File: src/rtl/repetition_rx_assembler_if.sv
// -----------------------------------------------------------------------------
// repetition_rx_assembler_if
//
// Purpose: groups the serial-bit input, the codeword hand-off and the status
// signals of repetition_rx_assembler into one bundle.
//
// Signals:
//   frame_start  - resync; next accepted bit becomes codeword bit 0
//   bit_in       - serial channel bit
//   bit_valid    - bit_in qualifier
//   codeword_out - assembled codeword (CW bits, first received bit = LSB)
//   decode_en    - codeword_out valid
//   decode_ready - consumer accepts codeword_out this cycle
//   bit_count    - bits collected in the current frame
//   overrun      - one-cycle pulse: bit dropped while the assembler stalled
//   timeout      - one-cycle pulse: partial frame discarded on an idle gap
//
// Modports:
//   master - the assembler (drives codeword/status, receives bits/ready)
//   slave  - the environment (drives bits/ready, receives codeword/status)
// -----------------------------------------------------------------------------
interface repetition_rx_assembler_if #(
   parameter int DATA_WIDTH        = 8,
   parameter int REPETITION_FACTOR = 3
);
   localparam int CW    = DATA_WIDTH * REPETITION_FACTOR;
   localparam int CNT_W = $clog2(CW + 1);

   logic             frame_start;
   logic             bit_in;
   logic             bit_valid;
   logic [CW-1:0]    codeword_out;
   logic             decode_en;
   logic             decode_ready;
   logic [CNT_W-1:0] bit_count;
   logic             overrun;
   logic             timeout;

   modport master (
      input  frame_start,
      input  bit_in,
      input  bit_valid,
      input  decode_ready,
      output codeword_out,
      output decode_en,
      output bit_count,
      output overrun,
      output timeout
   );

   modport slave (
      output frame_start,
      output bit_in,
      output bit_valid,
      output decode_ready,
      input  codeword_out,
      input  decode_en,
      input  bit_count,
      input  overrun,
      input  timeout
   );
endinterface

File: src/rtl/repetition_rx_assembler.sv
// -----------------------------------------------------------------------------
// repetition_rx_assembler
//
// Purpose: collects serial channel bits into a CW = DATA_WIDTH *
// REPETITION_FACTOR bit codeword for a repetition decoder. The k-th accepted
// bit of a frame lands at codeword bit k. A completed frame is handed to a
// single-entry output buffer (valid flag = decode_en); if the buffer is still
// occupied the frame is parked (STALL) until the buffer drains, and bits
// arriving meanwhile are dropped with an overrun pulse.
//
// Ports:
//   clk   - clock, all logic on the rising edge
//   rst_n - synchronous active-low reset, highest priority
//   bus   - repetition_rx_assembler_if.master (frame_start, bit_in,
//           bit_valid, decode_ready in; codeword_out, decode_en, bit_count,
//           overrun, timeout out)
//
// Build option:
//   REP_RX_TIMEOUT_EN - when defined, a partial frame that sees TIMEOUT_CYCLES
//                       consecutive cycles without bit_valid is discarded and
//                       timeout pulses. When undefined there is no counter,
//                       timeout is tied low and partial frames wait forever.
// -----------------------------------------------------------------------------
module repetition_rx_assembler #(
   parameter int DATA_WIDTH        = 8,
   parameter int REPETITION_FACTOR = 3,
   parameter int TIMEOUT_CYCLES    = 64
) (
   input  logic                      clk,
   input  logic                      rst_n,
   repetition_rx_assembler_if.master bus
);
   localparam int CW    = DATA_WIDTH * REPETITION_FACTOR;
   localparam int CNT_W = $clog2(CW + 1);
   localparam logic [CNT_W-1:0] CW_COUNT = CNT_W'(CW);

   localparam logic [1:0] ST_IDLE    = 2'd0;
   localparam logic [1:0] ST_COLLECT = 2'd1;
   localparam logic [1:0] ST_STALL   = 2'd2;

   generate
      if (DATA_WIDTH < 1 || REPETITION_FACTOR < 1 || TIMEOUT_CYCLES < 1) begin : g_bad_params
         $error("repetition_rx_assembler: DATA_WIDTH, REPETITION_FACTOR and TIMEOUT_CYCLES must be >= 1");
      end
   endgenerate

   logic [1:0]       state_reg,     state_next;
   logic [CNT_W-1:0] bit_count_reg, bit_count_next;
   logic [CW-1:0]    frame_reg,     frame_next;
   logic [CW-1:0]    codeword_reg,  codeword_next;
   logic             decode_en_reg, decode_en_next;
   logic             overrun_reg,   overrun_next;

   logic             drain;
   logic             accept;
   logic [CNT_W-1:0] wr_idx;
   logic [CNT_W-1:0] count_inc;
   logic             tmo_fire;

   // The output buffer empties whenever the consumer takes a valid codeword.
   assign drain = decode_en_reg & bus.decode_ready;

   // A bit is stored unless a finished frame is parked; frame_start reopens
   // collection in the same cycle, so it overrides the STALL drop.
   assign accept    = bus.bit_valid & (bus.frame_start | (state_reg != ST_STALL));
   assign wr_idx    = bus.frame_start ? '0 : bit_count_reg;
   assign count_inc = wr_idx + CNT_W'(1);

   // Per-bit write of the assembly register: only the addressed bit changes.
   genvar gi;
   generate
      for (gi = 0; gi < CW; gi++) begin : g_frame_bit
         assign frame_next[gi] = (accept && (wr_idx == CNT_W'(gi))) ? bus.bit_in
                                                                     : frame_reg[gi];
      end
   endgenerate

   always_comb begin
      state_next     = state_reg;
      bit_count_next = bit_count_reg;
      codeword_next  = codeword_reg;
      decode_en_next = decode_en_reg & ~drain;
      overrun_next   = 1'b0;

      if (accept) begin
         if (count_inc == CW_COUNT) begin
            // Frame complete: hand it over now if the buffer is (or is
            // becoming) free, otherwise park it.
            if (!decode_en_reg || drain) begin
               codeword_next  = frame_next;
               decode_en_next = 1'b1;
               bit_count_next = '0;
               state_next     = ST_IDLE;
            end else begin
               bit_count_next = CW_COUNT;
               state_next     = ST_STALL;
            end
         end else begin
            bit_count_next = count_inc;
            state_next     = ST_COLLECT;
         end
      end else if (bus.frame_start) begin
         bit_count_next = '0;
         state_next     = ST_IDLE;
      end else if (state_reg == ST_STALL) begin
         overrun_next = bus.bit_valid;
         if (drain) begin
            codeword_next  = frame_reg;
            decode_en_next = 1'b1;
            bit_count_next = '0;
            state_next     = ST_IDLE;
         end
      end else if (tmo_fire) begin
         bit_count_next = '0;
         state_next     = ST_IDLE;
      end
   end

   always_ff @(posedge clk) begin
      if (!rst_n) begin
         state_reg     <= ST_IDLE;
         bit_count_reg <= '0;
         frame_reg     <= '0;
         codeword_reg  <= '0;
         decode_en_reg <= 1'b0;
         overrun_reg   <= 1'b0;
      end else begin
         state_reg     <= state_next;
         bit_count_reg <= bit_count_next;
         frame_reg     <= frame_next;
         codeword_reg  <= codeword_next;
         decode_en_reg <= decode_en_next;
         overrun_reg   <= overrun_next;
      end
   end

`ifdef REP_RX_TIMEOUT_EN
   localparam int TMO_W = $clog2(TIMEOUT_CYCLES + 1);
   localparam logic [TMO_W-1:0] TMO_LAST = TMO_W'(TIMEOUT_CYCLES - 1);

   logic [TMO_W-1:0] tmo_cnt_reg, tmo_cnt_next;
   logic             timeout_reg;
   logic             idle_gap;

   // Only a partially filled frame can time out; IDLE and STALL never do.
   assign idle_gap = (state_reg == ST_COLLECT) & ~bus.bit_valid & ~bus.frame_start;
   assign tmo_fire = idle_gap & (tmo_cnt_reg == TMO_LAST);

   always_comb begin
      tmo_cnt_next = '0;
      if (idle_gap && !tmo_fire) begin
         tmo_cnt_next = tmo_cnt_reg + TMO_W'(1);
      end
   end

   always_ff @(posedge clk) begin
      if (!rst_n) begin
         tmo_cnt_reg <= '0;
         timeout_reg <= 1'b0;
      end else begin
         tmo_cnt_reg <= tmo_cnt_next;
         timeout_reg <= tmo_fire;
      end
   end

   assign bus.timeout = timeout_reg;
`else
   assign tmo_fire    = 1'b0;
   assign bus.timeout = 1'b0;
`endif

   assign bus.codeword_out = codeword_reg;
   assign bus.decode_en    = decode_en_reg;
   assign bus.bit_count    = bit_count_reg;
   assign bus.overrun      = overrun_reg;
endmodule
File: src/flat_wrapper.sv
// flat-port wrapper written by rule: the top's interface ports become plain ports
module repetition_rx_assembler_flat 
#(
   parameter int DATA_WIDTH        = 8,
   parameter int REPETITION_FACTOR = 3,
   parameter int TIMEOUT_CYCLES    = 64
)
  (clk, rst_n, bus_frame_start, bus_bit_in, bus_bit_valid, bus_decode_ready, bus_codeword_out, bus_decode_en, bus_bit_count, bus_overrun, bus_timeout);
  repetition_rx_assembler_if #(.DATA_WIDTH(DATA_WIDTH), .REPETITION_FACTOR(REPETITION_FACTOR)) bus_i ();
  input  logic clk;
  input  logic rst_n;
  input wire logic [$bits(bus_i.frame_start)-1:0] bus_frame_start;
  input wire logic [$bits(bus_i.bit_in)-1:0] bus_bit_in;
  input wire logic [$bits(bus_i.bit_valid)-1:0] bus_bit_valid;
  input wire logic [$bits(bus_i.decode_ready)-1:0] bus_decode_ready;
  output wire logic [$bits(bus_i.codeword_out)-1:0] bus_codeword_out;
  output wire logic [$bits(bus_i.decode_en)-1:0] bus_decode_en;
  output wire logic [$bits(bus_i.bit_count)-1:0] bus_bit_count;
  output wire logic [$bits(bus_i.overrun)-1:0] bus_overrun;
  output wire logic [$bits(bus_i.timeout)-1:0] bus_timeout;
  assign bus_i.frame_start = bus_frame_start;
  assign bus_i.bit_in = bus_bit_in;
  assign bus_i.bit_valid = bus_bit_valid;
  assign bus_i.decode_ready = bus_decode_ready;
  assign bus_codeword_out = bus_i.codeword_out;
  assign bus_decode_en = bus_i.decode_en;
  assign bus_bit_count = bus_i.bit_count;
  assign bus_overrun = bus_i.overrun;
  assign bus_timeout = bus_i.timeout;
  repetition_rx_assembler #(.DATA_WIDTH(DATA_WIDTH), .REPETITION_FACTOR(REPETITION_FACTOR), .TIMEOUT_CYCLES(TIMEOUT_CYCLES)) u_core (.clk(clk), .rst_n(rst_n), .bus(bus_i));
endmodule
File: config.mk
export PLATFORM = sky130hd
export DESIGN_NAME = repetition_rx_assembler_flat
export DESIGN_NICKNAME = d
export VERILOG_FILES = /design/src/rtl/repetition_rx_assembler_if.sv /design/src/rtl/repetition_rx_assembler.sv /design/src/flat_wrapper.sv
export SDC_FILE = /design/constraint.sdc
export NUM_CORES = 1
export LEC_CHECK = 0
export CORE_ASPECT_RATIO = 1.1
export CORE_MARGIN = 1
export CORE_UTILIZATION = 55
export CTS_CLUSTER_DIAMETER = 100
export CTS_CLUSTER_SIZE = 14
export DETAILED_ROUTE_END_ITERATION = 10
export GPL_TIMING_DRIVEN = 1
export PLACE_DENSITY = 0.78
export SLEW_MARGIN = 0
export SYNTH_ARGS = -nofsm -noshare
export SYNTH_HDL_FRONTEND = slang
export SYNTH_SLANG_ARGS = --single-unit
File: constraint.sdc
create_clock -name clk -period 6.05 [get_ports clk]
set_clock_uncertainty 0.1 [all_clocks]
set_input_delay 1.5125 -clock clk [delete_from_list [all_inputs] [get_ports clk]]
set_output_delay 1.5125 -clock clk [all_outputs]
set_load 0.01 [all_outputs]
==> results of run 1 <==
-- per-stage QoR --
step | utilization (%) | std cells
after floorplan | - | 311
after global placement | 64.5 | 390
after detailed placement | 64.5 | 390
after CTS | 68.4 | 406
after global routing | 68.4 | 406
final | 68.4 | 406
-- layout make-up --
type | count | area (sq um) | area share (%)
repair buffers | 37 | 368 | 10.5
flip-flops and latches | 57 | 1140 | 32.7
clock buffers | 11 | 141 | 4.05
well taps | 72 | 90.1 | 2.58
inverters | 5 | 18.8 | 0.538
multi-input cells | 219 | 1670 | 48.0
clock inverters | 5 | 55.1 | 1.58
-- logic make-up (layout without fill, tap and decap cells) --
family          after synthesis  after routing  synth area share [%]
simple gates                126            126                  24.7
compound gates               61             61                  20.1
flops                        57             57                  38.2
buf+inv                      35             58                  5.90
mux                          24             24                  8.04
fa+ha+maj                     5              5                  2.09
xor+xnor                      2              2                 0.837
other cells                   1              1                 0.125
-- per-layer routing --
layer  vias up  routed length, microns  global-route usage [%]
met5         -                       0                       0
met4         0                      92                    11.8
met3         7                     386                    5.46
met2        64                    3000                    39.1
met1      1146                    3080                    34.3
li1       1188                       -                       -
-- worst max-delay path, stage by stage --
cell and delay, ns:
sky130_fd_sc_hd__clkdlybuf4s50_1 0.70, sky130_fd_sc_hd__inv_1 0.15, sky130_fd_sc_hd__nand2_1 0.19, sky130_fd_sc_hd__inv_1 0.10
sky130_fd_sc_hd__ha_1 0.30, sky130_fd_sc_hd__nand3b_4 0.14, sky130_fd_sc_hd__nor2_1 0.06, sky130_fd_sc_hd__ha_1 0.34
sky130_fd_sc_hd__nor3_4 0.55, sky130_fd_sc_hd__a31oi_4 0.38, sky130_fd_sc_hd__o31ai_1 0.35
-- placed cells by master, fill, tap and decap left out, types with 2 or more instances in the layout --
| cell | synthesis | layout |
|---|---|---|
| sky130_fd_sc_hd__inv_2 | 2 | 2 |
| sky130_fd_sc_hd__clkdlybuf4s50_1 | 0 | 36 |
| sky130_fd_sc_hd__clkinv_2 | 0 | 2 |
| sky130_fd_sc_hd__a31oi_1 | 4 | 4 |
| sky130_fd_sc_hd__ha_1 | 5 | 5 |
| sky130_fd_sc_hd__clkinvlp_4 | 0 | 2 |
| sky130_fd_sc_hd__nor2b_1 | 3 | 3 |
| sky130_fd_sc_hd__inv_1 | 3 | 3 |
| sky130_fd_sc_hd__nand2b_1 | 8 | 8 |
| sky130_fd_sc_hd__nand3_1 | 3 | 3 |
| sky130_fd_sc_hd__nor4_2 | 6 | 6 |
| sky130_fd_sc_hd__mux2i_1 | 24 | 24 |
| sky130_fd_sc_hd__nor4_1 | 6 | 6 |
| sky130_fd_sc_hd__a31o_2 | 2 | 2 |
| sky130_fd_sc_hd__nor4b_1 | 4 | 4 |
| sky130_fd_sc_hd__and2_1 | 2 | 2 |
| sky130_fd_sc_hd__dfxtp_1 | 57 | 57 |
| sky130_fd_sc_hd__nand4b_1 | 4 | 4 |
| sky130_fd_sc_hd__o31ai_2 | 10 | 10 |
| sky130_fd_sc_hd__a221oi_2 | 5 | 5 |
| sky130_fd_sc_hd__o31ai_1 | 9 | 9 |
| sky130_fd_sc_hd__and3_1 | 5 | 5 |
| sky130_fd_sc_hd__nand2_1 | 31 | 31 |
| sky130_fd_sc_hd__clkbuf_8 | 0 | 10 |
| sky130_fd_sc_hd__or4_1 | 6 | 6 |
| sky130_fd_sc_hd__a21oi_1 | 3 | 3 |
| sky130_fd_sc_hd__nor2_1 | 35 | 34 |
| sky130_fd_sc_hd__a311o_1 | 19 | 19 |
-- how the worst max path moves through the flow --
stage                    start                     endpoint  slack (ns)  cells past startpoint
3_3_place_gp   bus_frame_start  u_core.bus.codeword_out[11]        1.22                     11
2_1_floorplan  bus_frame_start  u_core.bus.codeword_out[16]        2.33                     12
6_report       bus_frame_start   u_core.bus.codeword_out[4]        1.44                     11
4_1_cts        bus_frame_start   u_core.bus.codeword_out[5]        1.48                     11
5_1_grt        bus_frame_start   u_core.bus.codeword_out[6]        1.18                     11
3_5_place_dp   bus_frame_start   u_core.bus.codeword_out[5]        1.13                     11
-- power by group --
| group | switching (mW) | total, mW | internal [mW] |
|---|---|---|---|
| clock network | 0.157 | 0.357 | 0.200 |
| registers | 0.00161 | 0.379 | 0.377 |
| logic | 0.0273 | 0.0381 | 0.0108 |
| total | 0.186 | 0.774 | 0.588 |
==> impl_results.rst, run 1 <==
.. list-table::
   :header-rows: 1

   * - Metric
     - Value
   * - Placed cell areas
     - 3290 sq um
   * - Initial Util
     - 58.6%
   * - Reg-to-reg critical path startpoint
     - u_core.bus.bit_count[0]
   * - Final critical delay including setup and external delays
     - 4.61 ns
   * - Clock buffers created by TritonCTS
     - 9
   * - Total number of vias
     - 2405
   * - Synthesized area
     - 2990 sq um
   * - DR DRC count
     - 0
   * - Number of synthesized flops with an enable pin
     - 0
   * - Fraction of the yosys area taken by sequential cells
     - 38.2%
   * - Clk Tree Root Cell
     - sky130_fd_sc_hd__clkbuf_8
   * - Library cell with the largest summed area after synthesis
     - sky130_fd_sc_hd__dfxtp_1
   * - Setup slack, reg-to-reg
     - 3.05 ns
   * - Violation count after the first detailed-route iteration
     - 240
   * - Worst Hold Slack
     - 0.398 ns
   * - Clock Sink Count
     - 57
   * - Headroom to the max-slew limit
     - 17.4%
   * - Largest cells by area after synthesis
     - sky130_fd_sc_hd__dfxtp_1, sky130_fd_sc_hd__mux2i_1, sky130_fd_sc_hd__a311o_1
   * - Area fraction of the dominant cell type after synthesis
     - 38.2%
   * - Top-count cell post-synth
     - sky130_fd_sc_hd__dfxtp_1
   * - Worst vdd rail ir drop
     - 164 uV
   * - HP Start
     - u_core.frame_reg[11]
   * - Gate count after technology mapping
     - 311
   * - IO buf count
     - 36
   * - # nets final
     - 340
   * - 1st-pass router iterations
     - 4
   * - Largest driver fanout on the critical path
     - 19
   * - Nets in the synthesized netlist
     - 322
   * - Layout overhead on the synthesized area
     - 16.7%
   * - Detail-routed net length per standard cell
     - 16.1 microns
   * - Vias per std cell
     - 5.92
   * - Worst Path Required
     - 6.21 ns
   * - Final hold violations
     - 0
   * - Worst hold path cell count
     - 2
   * - Total global-route track usage
     - 25.6%
   * - Synth cell types
     - 53
   * - Global-route wire length before repair
     - 11100 microns
   * - Count of synthesis-stage warnings from yosys
     - 0
   * - CP Data Arrival Time
     - 4.77 ns
   * - Fraction of layout cells with a size suffix above 1
     - 15.6%
   * - H-tree depth
     - 3
   * - Final setup TNS
     - 0 ns
   * - Reg clk slew, reported paths
     - 0.07 ns
   * - # setup viols final
     - 0
   * - Die Span X
     - 72.3 microns
   * - Final-report max-slew violation count
     - 0
   * - Path type of the worst min-delay path
     - reg2reg
   * - Number of global-route vias before repair
     - 2223
   * - Sort of element at the start of the critical path
     - primary input
   * - Max-cap violations
     - 0
   * - Number of antenna violations at the first check in global routing
     - 0
   * - Routability Congestion
     - 0.900
   * - Post-CTS setup buffer count
     - 0
   * - Placeable Area
     - 5100 sq um
   * - Worst Setup Path Type
     - in2reg
   * - Fraction of synthesis flops using an asynchronous set or reset pin
     - 0%
   * - ANT nets after route
     - 0
   * - CTS Buffer Depth
     - 2
   * - Worst slack after detailed placement
     - 1.13 ns
   * - Total power consumption of the routed design
     - 0.774 mW
   * - Pin count of the biggest net entering global routing
     - 54
   * - Setup repair after global routing missed its margin
     - false
   * - CTS Hold Bufs
     - 0
   * - WL final
     - 6560 microns
   * - Post-synth top flop
     - sky130_fd_sc_hd__dfxtp_1
   * - Worst skew pair latency
     - 0.35 ns
   * - Worst Reg-to-Reg Cells
     - 9
   * - Worst Setup End Kind
     - flip-flop
   * - Status
     - finished, final reports clean
   * - Hold Path Sink
     - u_core.frame_reg[11]
   * - Filler Cells Inserted
     - 407
   * - Most frequent cells after synthesis
     - sky130_fd_sc_hd__dfxtp_1, sky130_fd_sc_hd__nor2_1, sky130_fd_sc_hd__nand2_1
   * - DIE AREA
     - 5730 sq um
   * - Mean cell area of the mapped netlist
     - 9.61 sq um
   * - Measured slew at the worst slew-check pin
     - 1.23 ns
   * - RR Endpoint
     - u_core.bus.codeword_out[4]
   * - Placement Rows
     - 27
   * - Leakage power total
     - 1.24 nW
   * - Worst-case setup margin in the final layout
     - 1.44 ns
   * - DPL Wire Length
     - 4090 microns
   * - TritonCTS clock tree
     - built
   * - Die Ht
     - 79.3 microns
   * - Highest clock frequency the design can meet
     - 217 MHz
   * - GRT Residual Overflow
     - 0
   * - Power density over the cells
     - 222 nW/um^2
   * - Layout Cell Area excl Fill
     - 3490 sq um
   * - Number of storage elements in the synthesis netlist
     - 57
   * - Post-route clock period utilization
     - 76.2%
   * - Num ports
     - 38
   * - Diodes inserted
     - 0
   * - Total of cells resized after clock tree synthesis
     - 0
(Power assumes the default switching activity.)
==> run 2: changes to the inputs <==
--- a/config.mk
+++ b/config.mk
@@ -7,12 +7,12 @@
 export LEC_CHECK = 0
 export CORE_ASPECT_RATIO = 1.1
 export CORE_MARGIN = 1
-export CORE_UTILIZATION = 55
+export CORE_UTILIZATION = 50
 export CTS_CLUSTER_DIAMETER = 100
 export CTS_CLUSTER_SIZE = 14
 export DETAILED_ROUTE_END_ITERATION = 10
 export GPL_TIMING_DRIVEN = 1
-export PLACE_DENSITY = 0.78
+export PLACE_DENSITY = 0.75
 export SLEW_MARGIN = 0
 export SYNTH_ARGS = -nofsm -noshare
 export SYNTH_HDL_FRONTEND = slang
==> constraint.sdc (replaced) <==
create_clock -name clk -period 4.2 [get_ports clk]
set_clock_uncertainty 0.1 [all_clocks]
set_input_delay 1.05 -clock clk [delete_from_list [all_inputs] [get_ports clk]]
set_output_delay 1.05 -clock clk [all_outputs]
set_load 0.01 [all_outputs]
==> run 2 against run 1 <==
Cell count up 3.4%. First-iteration DRC count is 21% higher. Power increased by 55%. Cell area is 3.0% higher. Register-to-register slack worse by 1.5 ns. Critical path depth did not move. Clock-buffer cell count grew 1. Combinational power increased by 57%. Core utilization fell by 6.1 points. Sequential share of layout area decreased by 0.97 points. Global-route usage is 1.4 points lower. Die area grew 9.7%. Critical endpoint is now u_core.bus.codeword_out[6]. Largest power group is now the clock network.
==> impl_results.rst, run 2 (synthesis gave the netlist of run 1 again) <==
.. list-table::
   :header-rows: 1

   * - Metric
     - Value
   * - Status
     - finished, final reports clean
   * - Clock Sink Count
     - 57 (unchanged)
   * - Worst skew pair latency
     - 0.34 ns (about the same)
   * - # nets final
     - 349 (+2.6%)
   * - Worst-case setup margin in the final layout
     - 0.581 ns (-0.859 ns)
   * - Commonest cells after routing, fill and taps aside
     - sky130_fd_sc_hd__dfxtp_1, sky130_fd_sc_hd__clkdlybuf4s50_1, sky130_fd_sc_hd__nor2_1, sky130_fd_sc_hd__nand2_1, sky130_fd_sc_hd__mux2i_1
   * - DPL Wire Length
     - 4470 microns (+9.1%)
   * - Worst Reg-to-Reg Cells
     - 8 (-1)
   * - Worst path depth
     - 11 (unchanged)
   * - HP Start
     - u_core.frame_reg[9]
   * - Vias per std cell
     - 5.81 (-1.9%)
   * - Global-route wire length before repair
     - 11500 microns (+3.9%)
   * - DIE AREA
     - 6290 sq um (+9.7%)
   * - Layout overhead on the synthesized area
     - 20.3%
   * - Initial Util
     - 51.8% (-6.8 points)
   * - GRT Residual Overflow
     - 0 (unchanged)
   * - Total of cells resized after clock tree synthesis
     - 0 (unchanged)
   * - Reg-to-reg critical path startpoint
     - u_core.bus.bit_count[1]
   * - Post-CTS setup buffer count
     - 0 (unchanged)
   * - Path type of the worst min-delay path
     - reg2reg
   * - Setup repair after global routing missed its margin
     - false
   * - Final critical delay including setup and external delays
     - 3.62 ns
   * - 1st-pass router iterations
     - 4 (unchanged)
   * - Worst slack after detailed placement
     - 0.260 ns (-0.870 ns)
   * - Total number of vias
     - 2441 (+1.5%)
   * - H-tree depth
     - 3 (unchanged)
   * - Pin count of the biggest net entering global routing
     - 33 (-39%)
   * - Total instance count after detailed placement
     - 404 (+3.6%)
   * - CTS Buffer Depth
     - 2 (unchanged)
   * - Worst hold path cell count
     - 2 (unchanged)
   * - Worst Setup Path Type
     - in2reg
   * - Number of global-route vias before repair
     - 2313 (+4.0%)
   * - Final hold violations
     - 0 (unchanged)
   * - Cell-by-cell trace of the critical path
     - clkdlybuf4s50_1, inv_1, nand2_1, inv_1, ha_1, nand3b_4, nor2_1, ha_1, nor3_4, a31oi_4, o31ai_1
   * - Reg clk slew, reported paths
     - 0.07 ns (about the same)
   * - Diodes inserted
     - 0 (unchanged)
   * - Post-route clock period utilization
     - 86.2%
   * - Headroom to the max-slew limit
     - 44.4% (+27 points)
   * - Detail-routed net length per standard cell
     - 16.2 microns (about the same)
   * - Power density over the cells
     - 333 nW/um^2 (+50%)
   * - Sequential cell area in the final layout
     - 1140 sq um (unchanged)
   * - Clk Tree Root Cell
     - sky130_fd_sc_hd__clkbuf_8
   * - Buffers plus inverters on the worst setup path
     - 3 (unchanged)
   * - DR DRC count
     - 0 (unchanged)
   * - Placement Rows
     - 29 (+7.4%)
   * - Sort of element at the start of the critical path
     - primary input
   * - Worst Setup End Kind
     - flip-flop
   * - CTS Hold Bufs
     - 0 (unchanged)
   * - Largest driver fanout on the critical path
     - 19 (unchanged)
   * - Number of antenna violations at the first check in global routing
     - 0 (unchanged)
   * - Die Ht
     - 83.1 microns (+4.8%)
   * - Max-cap violations
     - 0 (unchanged)
   * - Maximum cell stage delay along the critical path
     - 0.54 ns (-0.16 ns)
   * - Total global-route track usage
     - 24.2% (-1.4 points)
   * - ANT nets after route
     - 0 (unchanged)
   * - Startpoint of the most critical setup path
     - bus_frame_start
   * - Multi-input gate area in the final layout
     - 1670 sq um (unchanged)
   * - IO buf count
     - 36 (unchanged)
   * - Die Span X
     - 75.7 microns (+4.7%)
   * - Fraction of layout cells with a size suffix above 1
     - 17.8% (+2.2 points)
   * - # setup viols final
     - 0 (unchanged)
   * - Routability Congestion
     - 0.919 (+2.0%)
   * - CP Data Arrival Time
     - 3.76 ns (-1.01 ns)
   * - WL final
     - 6780 microns (+3.5%)
   * - TritonCTS clock tree
     - built
   * - Num ports
     - 38 (unchanged)
   * - Filler Cells Inserted
     - 488 (+20%)
   * - Worst-path cell with the longest stage delay
     - sky130_fd_sc_hd__clkdlybuf4s50_1
   * - Placeable Area
     - 5770 sq um (+13%)
   * - Most common cell after layout, fill and taps aside
     - sky130_fd_sc_hd__dfxtp_1
   * - Violation count after the first detailed-route iteration
     - 291 (+21%)
   * - Leakage power total
     - 1.31 nW (+5.4%)
   * - Placed cell areas
     - 3370 sq um (+2.2%)
   * - Measured slew at the worst slew-check pin
     - 0.831 ns (-0.401 ns)
   * - Worst Path Required
     - 4.34 ns (-1.87 ns)
   * - Layout Cell Area excl Fill
     - 3590 sq um (+3.0%)
   * - Final setup TNS
     - 0 ns (unchanged)
   * - Highest clock frequency the design can meet
     - 276 MHz
   * - Clock buffers created by TritonCTS
     - 9 (unchanged)
   * - Worst vdd rail ir drop
     - 271 uV (+65%)
   * - Final-report max-slew violation count
     - 0 (unchanged)
   * - Final Instance Count excl. Fillers
     - 420 (+3.4%)
   * - Crit-path leading delay family
     - buffers and inverters
run 2: cell types whose count changed in the layout (fill, tap and decap cells not counted), sizes merged:
| cell | delta |
|---|---|
| bufinv | +1 |
| clkinvlp | -2 |
| buf | +9 |
| inv | +1 |
| clkinv | -1 |
| clkbuf | +1 |
run 2: metal layers:
metal  share of wire [%]  global-route usage [%]  up-vias
met5                   0                       0        -
li1                    -                       -     1205
met2                  48                    37.3       57
met4                 2.2                    11.4        0
met3                 3.5                    4.49       14
met1                  46                    32.1     1165
run 2: cell type report:
cell class / count / share of cell area [%]
multi-input cells: 219 / 46.6
flip-flops and latches: 57 / 31.7
repair buffers: 46 / 12.1
clock buffers: 12 / 4.32
well taps: 77 / 2.68
clock inverters: 4 / 2.05
inverters: 5 / 0.522
run 2: power by group:
group | switching (mW) | internal [mW]
clock network | 0.224 | 0.368
registers | 0.00231 | 0.543
logic | 0.0404 | 0.0194
total | 0.266 | 0.930
run 2: path summary, 6_finish.rpt:
check / to / slack (ns)
setup / recovery: u_core.bus.codeword_out[6] / 0.58
setup reg to reg: u_core.bus.codeword_out[6] / 1.51
hold reg to reg: u_core.frame_reg[9] / 0.40
hold / removal: u_core.frame_reg[9] / 0.40
run 2: per-stage QoR:
stage	total power, mW	hold WS [ns]	utilization (%)
2_1_floorplan	0.598	0.357	-
5_1_grt	1.24	0.436	62.3
3_5_place_dp	0.617	0.392	58.3
3_3_place_gp	0.616	0.378	58.3
4_1_cts	1.20	0.411	62.3
6_report	1.20	0.405	62.3
run 2: tightest hold or removal path: stages (launching register included):
cell and delay (ns):
sky130_fd_sc_hd__dfxtp_1 0.31, sky130_fd_sc_hd__mux2i_1 0.08, sky130_fd_sc_hd__nor2_1 0.08
==> run 3: changes to the inputs <==
==> constraint.sdc (replaced) <==
create_clock -name clk -period 3.1 [get_ports clk]
set_clock_uncertainty 0.1 [all_clocks]
set_input_delay 0.775 -clock clk [delete_from_list [all_inputs] [get_ports clk]]
set_output_delay 0.775 -clock clk [all_outputs]
set_load 0.01 [all_outputs]
==> run 3 against run 2 <==
Sequential power is 36% higher. Sequential cell count is the same. First-iteration DRC count is 25% lower. Via count grew 3.8%. Critical path type unchanged. Highest routed layer unchanged.
==> impl_results.rst, run 3 (synthesis gave the netlist of run 1 again) <==
.. list-table::
   :header-rows: 1

   * - Metric
     - Value
   * - Status
     - finished, final reports clean
   * - P_int
     - 1.18 mW (+27%)
   * - Sort of element at the start of the critical path
     - primary input
   * - Clock Sink Count
     - 57 (unchanged)
   * - Final hold violations
     - 0 (unchanged)
   * - IO buf count
     - 36 (unchanged)
   * - Worst vdd rail ir drop
     - 353 uV (+30%)
   * - Leakage power total
     - 1.36 nW (+4.0%)
   * - H-tree depth
     - 3 (unchanged)
   * - Worst Setup End Kind
     - flip-flop
   * - Path type of the worst min-delay path
     - reg2reg
   * - WL final
     - 6960 microns (+2.6%)
   * - Total global-route track usage
     - 24.3% (+0.12 points)
   * - Setup repair after global routing missed its margin
     - false
   * - Reg clk slew, reported paths
     - 0.06 ns (about the same)
   * - Most common cell after layout, fill and taps aside
     - sky130_fd_sc_hd__dfxtp_1
   * - ANT nets after route
     - 0 (unchanged)
   * - Comb power frac
     - 5.9% (+0.9 points)
   * - Num ports
     - 38 (unchanged)
   * - DPL Wire Length
     - 4750 microns (+6.3%)
   * - Final setup TNS
     - 0 ns (unchanged)
   * - Post-CTS setup buffer count
     - 0 (unchanged)
   * - Global-route wire length before repair
     - 11700 microns (+1.9%)
   * - CP Data Arrival Time
     - 3.10 ns (-0.66 ns)
   * - Clk Tree Root Cell
     - sky130_fd_sc_hd__clkbuf_8
   * - Worst Setup Path Type
     - in2reg
   * - TritonCTS clock tree
     - built
   * - Total power consumption of the routed design
     - 1.51 mW (+26%)
   * - Layout overhead on the synthesized area
     - 23.6%
   * - Commonest cells after routing, fill and taps aside
     - sky130_fd_sc_hd__dfxtp_1, sky130_fd_sc_hd__clkdlybuf4s50_1, sky130_fd_sc_hd__nor2_1, sky130_fd_sc_hd__nand2_1, sky130_fd_sc_hd__mux2i_1
   * - Initial Util
     - 51.8% (unchanged)
   * - Number of global-route vias before repair
     - 2471 (+6.8%)
   * - # nets final
     - 362 (+3.7%)
   * - Post-route clock period utilization
     - 95.5%
   * - Final-report max-slew violation count
     - 0 (unchanged)
   * - GRT Residual Overflow
     - 0 (unchanged)
   * - Violation count after the first detailed-route iteration
     - 219 (-25%)
   * - DIE AREA
     - 6290 sq um (unchanged)
   * - Power density over the cells
     - 410 nW/um^2 (+23%)
   * - Filler Cells Inserted
     - 459 (-5.9%)
   * - Worst Hold Slack
     - 0.398 ns (-0.00670 ns)
   * - Largest driver fanout on the critical path
     - 6 (-13)
   * - Placeable Area
     - 5770 sq um (unchanged)
   * - Pin count of the biggest net entering global routing
     - 28 (-15%)
   * - Highest clock frequency the design can meet
     - 338 MHz
   * - Switching pwr
     - 0.333 mW (+25%)
   * - Total instance count after detailed placement
     - 417 (+3.2%)
   * - DR DRC count
     - 0 (unchanged)
   * - 1st-pass router iterations
     - 4 (unchanged)
   * - Headroom to the max-slew limit
     - 47.1% (+2.7 points)
   * - Detail-routed net length per standard cell
     - 16.1 microns (-0.23%)
   * - # setup viols final
     - 0 (unchanged)
   * - Total of cells resized after clock tree synthesis
     - 0 (unchanged)
   * - Final critical delay including setup and external delays
     - 2.96 ns
   * - Max-cap violations
     - 0 (unchanged)
   * - Seq pwr share
     - 48.8% (+3.2 points)
   * - CTS Hold Bufs
     - 0 (unchanged)
   * - Routability Congestion
     - 0.943 (+2.6%)
   * - Vias per std cell
     - 5.87 (+0.93%)
   * - Die Ht
     - 83.1 microns (unchanged)
   * - Diodes inserted
     - 0 (unchanged)
   * - Clock buffers created by TritonCTS
     - 9 (unchanged)
   * - Worst skew pair latency
     - 0.32 ns (-0.02 ns)
   * - Switching power share of the total
     - 22.0% (-0.28 points)
   * - CTS Buffer Depth
     - 2 (unchanged)
   * - Fraction of layout cells with a size suffix above 1
     - 20.6% (+2.8 points)
   * - Die Span X
     - 75.7 microns (unchanged)
   * - Total number of vias
     - 2534 (+3.8%)
   * - Worst Path Required
     - 3.24 ns (-1.10 ns)
   * - Number of antenna violations at the first check in global routing
     - 0 (unchanged)
   * - Placement Rows
     - 29 (unchanged)
   * - Measured slew at the worst slew-check pin
     - 0.791 ns (-0.0408 ns)
   * - Final Instance Count excl. Fillers
     - 432 (+2.9%)
   * - Clock share of power
     - 45.2% (-4.2 points)
run 3: metrics by stage:
stage / instance area [sq um] / worst slack [ns] / utilization [%]
floorplan: 2990 / 0.116 / -
global placement: 3490 / -0.138 / 60.5
detailed placement: 3490 / -0.231 / 60.5
CTS: 3680 / 0.122 / 63.9
global route: 3690 / 0.00832 / 64.0
finish: 3690 / 0.140 / 64.0
run 3: worst max-delay path, stage by stage:
cell and delay (ns):
sky130_fd_sc_hd__clkdlybuf4s50_1 0.51, sky130_fd_sc_hd__inv_1 0.07, sky130_fd_sc_hd__nand2_1 0.09, sky130_fd_sc_hd__inv_1 0.06, sky130_fd_sc_hd__ha_1 0.24, sky130_fd_sc_hd__nand3b_4 0.09
sky130_fd_sc_hd__nor2_1 0.05, sky130_fd_sc_hd__ha_1 0.32, sky130_fd_sc_hd__nor3_4 0.32, sky130_fd_sc_hd__buf_4 0.19, sky130_fd_sc_hd__nand3_4 0.12, sky130_fd_sc_hd__a221oi_2 0.27
run 3: power groups by stage:
stage          registers (mW)  clock network (mW)  logic (mW)
2_1_floorplan           0.755                   0      0.0557
6_report                0.739               0.684      0.0900
3_3_place_gp            0.755                   0      0.0868
5_1_grt                 0.739               0.732      0.0971
4_1_cts                 0.739               0.696      0.0892
3_5_place_dp            0.755                   0      0.0883
run 3: cell type report:
cell class | count | area (sq um) | share of cell area [%]
well taps | 77 | 96.3 | 2.61
flip-flops and latches | 57 | 1140 | 30.9
repair buffers | 59 | 562 | 15.2
multi-input cells | 219 | 1680 | 45.5
inverters | 5 | 18.8 | 0.508
clock buffers | 13 | 159 | 4.30
clock inverters | 2 | 37.5 | 1.02
run 3: worst paths after layout:
| check | start | end | slack [ns] | cells past startpoint |
|---|---|---|---|---|
| hold reg to reg | u_core.frame_reg[4] | u_core.frame_reg[4] | 0.40 | 2 |
| setup / recovery | bus_frame_start | u_core.bus.codeword_out[23] | 0.14 | 12 |
| hold / removal | u_core.frame_reg[4] | u_core.frame_reg[4] | 0.40 | 2 |
| setup reg to reg | u_core.bus.bit_count[1] | u_core.bus.codeword_out[23] | 0.67 | 9 |
run 3: layer usage:
layer / GRT usage, % / share of wire, % / wire, microns
met5: 0 / 0 / 0
met1: 32.5 / 45 / 3110
met4: 11.3 / 1.6 / 110
met3: 5.58 / 5.4 / 379
met2: 36.7 / 48 / 3360
